## config.mk

```make
export PLATFORM = sky130hd
export DESIGN_NAME = mem_arbiter_flat
export DESIGN_NICKNAME = d
export VERILOG_FILES = /design/src/rtl/mem_arb_pkg.sv /design/src/rtl/mem_arbiter_if.sv /design/src/rtl/mem_arbiter_arb_rr2.sv /design/src/rtl/mem_arbiter.sv /design/src/flat_wrapper.sv
export SDC_FILE = /design/constraint.sdc
export NUM_CORES = 1
export LEC_CHECK = 0
export ABC_CLOCK_PERIOD_IN_PS = 2700
export CAP_MARGIN = 0
export CORE_MARGIN = 4
export CORE_UTILIZATION = 22
export DETAILED_ROUTE_END_ITERATION = 6
export GPL_TIMING_DRIVEN = 0
export PLACE_DENSITY = 0.81
export SYNTH_ARGS = -nofsm -noshare
export SYNTH_HDL_FRONTEND = slang
export SYNTH_HIERARCHICAL = 1
export SYNTH_SLANG_ARGS = --single-unit
```

## constraint.sdc

```tcl
create_clock -name clk -period 2.7 [get_ports clk]
set_clock_uncertainty 0.1 [all_clocks]
set_input_delay 0.54 -clock clk [delete_from_list [all_inputs] [get_ports clk]]
set_output_delay 0.54 -clock clk [all_outputs]
set_load 0.01 [all_outputs]
```

## src/rtl/mem_arb_pkg.sv

```systemverilog
// Shared types and sizing helpers for the CPU/DMA data-memory arbiter.
package mem_arb_pkg;

    typedef enum logic {
        PORT_CPU = 1'b0,
        PORT_DMA = 1'b1
    } port_t;

    // Width needed to count 0..max_burst inclusive.
    function automatic int burst_w(input int max_burst);
        return $clog2(max_burst + 1);
    endfunction

endpackage

```

## src/rtl/mem_arbiter_if.sv

```systemverilog
// Requester, grant, read-return and memory-side signals of the data-memory arbiter.
interface mem_arbiter_if #(
    parameter int N = 16
);
    logic         req0, req1;
    logic         we0, we1;
    logic [N-1:0] addr0, addr1;
    logic [N-1:0] wdata0, wdata1;
    logic         lock1;
    logic         gnt0, gnt1;
    logic         rvalid0, rvalid1;
    logic [N-1:0] rdata0, rdata1;
    logic         cpu_stall;
    logic         mem_en;
    logic         mem_we;
    logic [N-1:0] mem_addr;
    logic [N-1:0] mem_wdata;
    logic [N-1:0] mem_rdata;

    // Requesters plus the memory model drive the arbiter.
    modport master (
        output req0, req1, we0, we1, addr0, addr1, wdata0, wdata1, lock1, mem_rdata,
        input  gnt0, gnt1, rvalid0, rvalid1, rdata0, rdata1, cpu_stall,
        input  mem_en, mem_we, mem_addr, mem_wdata
    );

    modport slave (
        input  req0, req1, we0, we1, addr0, addr1, wdata0, wdata1, lock1, mem_rdata,
        output gnt0, gnt1, rvalid0, rvalid1, rdata0, rdata1, cpu_stall,
        output mem_en, mem_we, mem_addr, mem_wdata
    );
endinterface

```

## src/rtl/mem_arbiter_arb_rr2.sv

```systemverilog
// Two-way round-robin pick with per-port pin overrides; purely combinational.
module arb_rr2
    import mem_arb_pkg::*;
(
    input  logic [1:0] req,
    input  port_t      last,
    input  logic [1:0] pin,
    output logic [1:0] gnt
);

    // pin[0] (burst cap reached) and pin[1] (lock active) are never both set.
    always_comb begin
        gnt = 2'b00;
        if (pin[0] && req[0])
            gnt = 2'b01;
        else if (pin[1] && req[1])
            gnt = 2'b10;
        else if (&req)
            gnt = (last == PORT_DMA) ? 2'b01 : 2'b10;
        else
            gnt = req;
    end

endmodule

```

## src/rtl/mem_arbiter.sv

```systemverilog
// CPU (port 0) / DMA (port 1) arbiter for a single-port synchronous-read data memory.
module mem_arbiter
    import mem_arb_pkg::*;
#(
    parameter int N         = 16,
    parameter int MAX_BURST = 8
) (
    input  logic          clk,
    input  logic          reset,
    mem_arbiter_if.slave  bus
);

    localparam int BW = burst_w(MAX_BURST);

    port_t         last;
    logic [BW-1:0] burst_cnt;
    logic [1:0]    rd_pend;
    logic [1:0]    req;
    logic [1:0]    pin;
    logic [1:0]    gnt_rr;
    logic [1:0]    gnt;

    assign req    = {bus.req1, bus.req0};
    assign pin[1] = (last == PORT_DMA) && bus.lock1 && (burst_cnt < BW'(MAX_BURST));
    assign pin[0] = (burst_cnt == BW'(MAX_BURST));

    arb_rr2 u_rr (
        .req  (req),
        .last (last),
        .pin  (pin),
        .gnt  (gnt_rr)
    );

    // Grants are held off combinationally while reset is asserted.
    assign gnt = gnt_rr & {2{reset}};

    assign bus.gnt0      = gnt[0];
    assign bus.gnt1      = gnt[1];
    assign bus.cpu_stall = bus.req0 & ~gnt[0] & reset;
    assign bus.rvalid0   = rd_pend[0];
    assign bus.rvalid1   = rd_pend[1];
    assign bus.rdata0    = bus.mem_rdata;
    assign bus.rdata1    = bus.mem_rdata;
    assign bus.mem_en    = |gnt;

    always_comb begin
        bus.mem_we    = 1'b0;
        bus.mem_addr  = '0;
        bus.mem_wdata = '0;
        if (gnt[0]) begin
            bus.mem_we    = bus.we0;
            bus.mem_addr  = bus.addr0;
            bus.mem_wdata = bus.wdata0;
        end else if (gnt[1]) begin
            bus.mem_we    = bus.we1;
            bus.mem_addr  = bus.addr1;
            bus.mem_wdata = bus.wdata1;
        end
    end

    always_ff @(posedge clk or negedge reset) begin
        if (!reset) begin
            last      <= PORT_DMA;
            burst_cnt <= '0;
            rd_pend   <= 2'b00;
        end else begin
            rd_pend <= gnt & ~{bus.we1, bus.we0};
            if (gnt[0])
                last <= PORT_CPU;
            else if (gnt[1])
                last <= PORT_DMA;
            // Counts only DMA grants that keep the CPU waiting; cap forces a CPU grant.
            if (gnt[1] && bus.req0)
                burst_cnt <= burst_cnt + BW'(1);
            else
                burst_cnt <= '0;
        end
    end

endmodule

```

## src/flat_wrapper.sv

```systemverilog
// flat-port wrapper written by rule: the top's interface ports become plain ports
module mem_arbiter_flat import mem_arb_pkg::*;
#(
    parameter int N         = 16,
    parameter int MAX_BURST = 8
)
  (clk, reset, bus_req0, bus_req1, bus_we0, bus_we1, bus_addr0, bus_addr1, bus_wdata0, bus_wdata1, bus_lock1, bus_mem_rdata, bus_gnt0, bus_gnt1, bus_rvalid0, bus_rvalid1, bus_rdata0, bus_rdata1, bus_cpu_stall, bus_mem_en, bus_mem_we, bus_mem_addr, bus_mem_wdata);
  mem_arbiter_if #(.N(N)) bus_i ();
  input  logic clk;
  input  logic reset;
  input wire logic [$bits(bus_i.req0)-1:0] bus_req0;
  input wire logic [$bits(bus_i.req1)-1:0] bus_req1;
  input wire logic [$bits(bus_i.we0)-1:0] bus_we0;
  input wire logic [$bits(bus_i.we1)-1:0] bus_we1;
  input wire logic [$bits(bus_i.addr0)-1:0] bus_addr0;
  input wire logic [$bits(bus_i.addr1)-1:0] bus_addr1;
  input wire logic [$bits(bus_i.wdata0)-1:0] bus_wdata0;
  input wire logic [$bits(bus_i.wdata1)-1:0] bus_wdata1;
  input wire logic [$bits(bus_i.lock1)-1:0] bus_lock1;
  input wire logic [$bits(bus_i.mem_rdata)-1:0] bus_mem_rdata;
  output wire logic [$bits(bus_i.gnt0)-1:0] bus_gnt0;
  output wire logic [$bits(bus_i.gnt1)-1:0] bus_gnt1;
  output wire logic [$bits(bus_i.rvalid0)-1:0] bus_rvalid0;
  output wire logic [$bits(bus_i.rvalid1)-1:0] bus_rvalid1;
  output wire logic [$bits(bus_i.rdata0)-1:0] bus_rdata0;
  output wire logic [$bits(bus_i.rdata1)-1:0] bus_rdata1;
  output wire logic [$bits(bus_i.cpu_stall)-1:0] bus_cpu_stall;
  output wire logic [$bits(bus_i.mem_en)-1:0] bus_mem_en;
  output wire logic [$bits(bus_i.mem_we)-1:0] bus_mem_we;
  output wire logic [$bits(bus_i.mem_addr)-1:0] bus_mem_addr;
  output wire logic [$bits(bus_i.mem_wdata)-1:0] bus_mem_wdata;
  assign bus_i.req0 = bus_req0;
  assign bus_i.req1 = bus_req1;
  assign bus_i.we0 = bus_we0;
  assign bus_i.we1 = bus_we1;
  assign bus_i.addr0 = bus_addr0;
  assign bus_i.addr1 = bus_addr1;
  assign bus_i.wdata0 = bus_wdata0;
  assign bus_i.wdata1 = bus_wdata1;
  assign bus_i.lock1 = bus_lock1;
  assign bus_i.mem_rdata = bus_mem_rdata;
  assign bus_gnt0 = bus_i.gnt0;
  assign bus_gnt1 = bus_i.gnt1;
  assign bus_rvalid0 = bus_i.rvalid0;
  assign bus_rvalid1 = bus_i.rvalid1;
  assign bus_rdata0 = bus_i.rdata0;
  assign bus_rdata1 = bus_i.rdata1;
  assign bus_cpu_stall = bus_i.cpu_stall;
  assign bus_mem_en = bus_i.mem_en;
  assign bus_mem_we = bus_i.mem_we;
  assign bus_mem_addr = bus_i.mem_addr;
  assign bus_mem_wdata = bus_i.mem_wdata;
  mem_arbiter #(.N(N), .MAX_BURST(MAX_BURST)) u_core (.clk(clk), .reset(reset), .bus(bus_i));
endmodule
```

[Yosys cells after proc, flatten, opt, wreduce, memory -nomap -nowiden]
Index checks and enable logic that the tools add are counted.
Operators by class
  eq/ne operators: 1
  reductions and logical operators: 8
  bitwise operators: 6
  divide/modulo/power cells: 0
  multiply operators: 0
  order comparisons: 1
  add/sub/neg operators: 1
  mux-type cells: 13
  shift operators: 0
Operators with widths (count)
  $mux 16: 4
  $mux 2: 4
  $logic_and 1x1->1: 5
  $add 4x1->4 const B: 1
  $and 2x2->2: 2
  $eq 4x4->1 const B: 1
  $lt 4x4->1 const B: 1
  $mux 1: 4
  $mux 4: 1
  $and 1x1->1: 2
  $not 2->2: 1
  $reduce_and 2->1: 1
  $reduce_bool 2->1: 1
  $reduce_or 2->1: 1
  $not 1->1: 1
Word-level totals
  bits in read-only memories: 0
  bits in registers: 7
  memories: 0
  memory bits (writable): 0
  output and inout bits: 71
  input port bits: 87
  bits in latches: 0
  logic and storage cells: 33

[Logic depth before layout (Yosys ltp)]
  depth in word-level cells: 9
  mapped depth: 10
  gate-level depth less buffers: 9

[Cells and area by module]
Netlist, hierarchy kept.
By module, submodules not included
  mem_arbiter: seq. area each 176.4 um^2, area each 949.7 um^2, cells an instance 112, times used 1
  arb_rr2: seq. area each 0.0 um^2, area each 37.5 um^2, cells an instance 5, times used 1

[Worst setup path before layout]
No wires, ideal clock.
  kind: reg2out
  start point: register u_core.burst_cnt[0]
  end point: output port bus_mem_addr[0]
  data arrival time: 1.719 ns
  cell stages (with the launch flop): 11
  setup slack: 0.341 ns
  buffers on the path: 2
  data required time: 2.060 ns
  cell sequence: dfrtp_1 > inv_1 > ha_1 > nand2_1 > nor2_1 > nand2b_1 > o22ai_1 > and3b_1 > buf_6 > buf_6 > a22o_1
Between the ends
  elaborated cells on any way between the ends: 10
  classes of those cells: order compare: 1; eq/ne: 1; mux: 4; bitwise: 1; reduce/logical: 3
RTL lines
  start, declared: RTL line mem_arbiter.sv:16  | logic [BW-1:0] burst_cnt;
  start signal, assigned: RTL line mem_arbiter.sv:74  | burst_cnt <= burst_cnt + BW'(1);
  $eq 4x4->1: RTL line mem_arbiter.sv:25  | assign pin[0] = (burst_cnt == BW'(MAX_BURST));
  via u_core.pin[0]: RTL line mem_arbiter.sv:19  | logic [1:0] pin;
  $logic_and 1x1->1: RTL line mem_arbiter_arb_rr2.sv:14  | if (pin[0] && req[0])
  $mux 2: RTL line mem_arbiter_arb_rr2.sv:14
  via u_core.gnt_rr[1]: RTL line mem_arbiter.sv:20  | logic [1:0] gnt_rr;
  $and 2x2->2: RTL line mem_arbiter.sv:35  | assign gnt = gnt_rr & {2{reset}};
  $mux 16: RTL line mem_arbiter.sv:54  | end else if (gnt[1]) begin
  $mux 16: RTL line mem_arbiter.sv:50  | if (gnt[0]) begin
  end, declared: RTL line flat_wrapper.sv:30  | output wire logic [$bits(bus_i.mem_addr)-1:0] bus_mem_addr;
The timed path passes the listed nets, and every way through them passes these cells.

[Final worst setup path]
  start point: register u_core.burst_cnt[0]
  end point: output port bus_mem_wdata[8]
Between the ends
  elaborated cells on any way between the ends: 10
  classes of those cells: order compare: 1; eq/ne: 1; mux: 4; bitwise: 1; reduce/logical: 3
RTL lines
  $eq 4x4->1: RTL line mem_arbiter.sv:25
  via u_core.pin[0]: RTL line mem_arbiter.sv:19
  $logic_and 1x1->1: RTL line mem_arbiter_arb_rr2.sv:14
  $mux 2: RTL line mem_arbiter_arb_rr2.sv:14
  via u_core.gnt_rr[0]: RTL line mem_arbiter.sv:20
  $and 2x2->2: RTL line mem_arbiter.sv:35
  $mux 16: RTL line mem_arbiter.sv:50
  end, declared: RTL line flat_wrapper.sv:31  | output wire logic [$bits(bus_i.mem_wdata)-1:0] bus_mem_wdata;
The timed path passes the listed nets, and every way through them passes these cells.

==> metrics.txt <==
routed vias=1427; fraction of layout cells with a size suffix above 1=36.7%; cells on worst reg2reg path=9; Slew @ Worst Pin=0.337 ns; cts hold-fix bufs=0; Nets=360; unrepaired setup endpoints after global routing=yes; final RePlAce weighted congestion=0.763; highest fanout seen on the critical path=7; Root Driver=clkbuf_8; endpoints failing hold=0; routed wire length=5190 µm; most frequent cells in the layout=clkdlybuf4s50_1 (100), buf_4 (40), a22o_1 (30), buf_2 (27), buf_6 (12); placed cell count=310; number of diodes=0; Clock Pin Slew Worst Setup and Hold Paths=0.04 ns; switching power total=215 µW; dpl hpwl=4330 µm; Max clock buf depth=2; multi-input logic area=533 µm²; most common cell after layout, fill and taps aside=clkdlybuf4s50_1; setup_tns=-0.0336 ns; Routed wire per std cell=16.1 µm; Die ar.=5620 µm²; Yosys reg bits=7; critical path class=flop to primary output; worst endpoint data arrival time=2.07 ns; critical path capture point type=primary output; fill count=421; post-route DRC violation count=0; largest net degree at the start of global routing=11; Vias/cell=4.43; Internal=503 µW; register cell area after layout=176 µm²; worst setup margin=-0.0135 ns; Sequential Power Share=16.5%; Slew Limit Fails=0; Die Width=75.0 µm; CORE AREA=4350 µm²; clock sinks=7; fin crit share=100%; fmax=369 MHz; drt first pass iters=3; vias in the first global route=1456; gr usage total=16.9%; fin util=57.3%; # H-tree levels=1; Warnings, synthesis=6; Netlist Area Pre-Place=987 µm²; Initial Util=22.7%; Syn Area/Cell=8.44 µm²; sw frac=29.9%; Row Count=24; drt initial violations=14; Slew HR=77.6%; worst skew pair latency=0.22 ns; max-cap violations=0; total grt overflow=0; synth-to-layout area growth=153%; Mapped Nets=206; failing checks=negative setup slack; VDD IR-drop max=0.000282 V; Static Leakage=0.00123 µW; Post-Layout Cell Count=322; post-synthesis instance total=117; Worst Hold Class=input port to asynchronous set/reset pin; Worst setup SP type=flop; Yosys cell types=25; setup violators final=4; global-route wire length before repair=7270 µm; Final Critical Period=2.71 ns; sequential fraction of the synthesis area=17.9%; PwrDens=288 nW/µm²; ANT nets after route=0; outcome=finished, violations left; Num CTS Buffers=3; CTS tree=done; initial antenna violation count=0; Ports=158; clock share of power=20.0%; Combinational Power Share=63.5%; Die H=75.0 µm; port bufs=141; Worst Path Required=2.06 ns
## synthesized netlist by cell type
cell type,n,share of area (%)
a21boi_0,2,1.5
a22o_1,30,27
a22o_2,1,1.0
and3_1,1,0.63
and3b_1,1,0.89
buf_2,4,2.0
buf_4,32,24
buf_6,4,4.6
dfrtp_1,6,15
dfstp_2,1,2.7
ha_1,2,2.5
inv_1,5,1.9
mux2i_1,1,1.0
nand2_1,7,2.7
nand2_2,1,0.63
nand2b_1,1,0.63
nand3_1,2,1.0
nand3b_1,2,1.5
nand4_1,1,0.63
nand4b_1,1,0.89
nor2_1,7,2.7
nor2b_4,1,1.4
o21a_1,2,1.5
o22ai_1,1,0.63
xnor2_1,1,0.89
## worst paths after layout
check / slack [ns] / start / endpoint
hold reg to reg: 0.44 / u_core/burst_cnt[0] / u_core/burst_cnt[0]
hold / removal: 0.06 / reset / u_core/rd_pend[1]
setup / recovery: -0.01 / u_core/burst_cnt[0] / bus_mem_wdata[8]
min in group clk: 0.44 / u_core/burst_cnt[0] / u_core/burst_cnt[0]
max in group asynchronous: 2.20 / reset / u_core/last
setup reg to reg: 1.14 / u_core/burst_cnt[0] / u_core/burst_cnt[3]
## logic make-up (layout without fill, tap and decap cells)
logic type	count (synthesis)	after routing	share of synthesized area, %
adders and majority gates	2	2	2.53
DFF	7	7	17.9
AOI/OAI and AO/OA	36	36	31.3
buffers and inverters	45	198	32.8
and+or+nand+nor	25	25	13.6
muxes	1	1	1.01
xor gates and xnor gates	1	1	0.887
## flip-flops by register name, indices dropped and copies added (netlist names)
name,flops
u_core/rd_pend,2
u_core/burst_cnt,4
u_core/last,1
## power groups by stage
stage	registers (µW)	clock network, µW	logic (µW)
after floorplan	119	0	183
after global placement	120	0	453
after detailed placement	119	0	461
after CTS	118	147	454
after global routing	119	157	487
final	118	143	456
## metal layers
metal,share of wire (%),track usage (%),vias up
li1,-,-,692
met1,32,17.3,655
met2,56,35.8,76
met3,11,3.07,4
met4,0.89,1.78,0
met5,0,0,-
## stage by stage
step	power [µW]	hold slack [ns]	instance area, µm²	setup WS [ns]
after global placement	572	0.370	2460	-0.788
after CTS	718	0.238	2470	-0.0418
after detailed placement	580	0.388	2460	-0.846
final	717	0.0558	2490	-0.0135
after global routing	762	0.0674	2490	-0.141
after floorplan	303	0.144	987	0.341
## worst max-delay path, cell delays in order (launching register included)
cell	delay (ns)
dfrtp_1	0.37
inv_1	0.07
ha_2	0.17
nand2_2	0.05
nor2_2	0.10
nand2b_4	0.16
o21a_4	0.15
and3b_1	0.18
buf_6	0.14
buf_6	0.12
a22o_1	0.19
buf_2	0.14
## layout make-up
class	instances	area share (%)
flip-flops and latches	7	7.07
inverters	5	0.753
clock buffers	4	1.81
multi-input cells	65	21.4
repair buffers	149	53.8
well taps	52	2.61
plain buffers	40	12.5
## what timing repair did
item / 4_1_cts / 5_1_grt
buffers inserted: 5 / 0
setup endpoints to repair: 37 / 36
endpoints found under the hold margin: 0 / 0
pin swaps: 6 / 5
resized for setup: 150 / 21
gates cloned: 3 / 0
(Power assumes the default switching activity.)
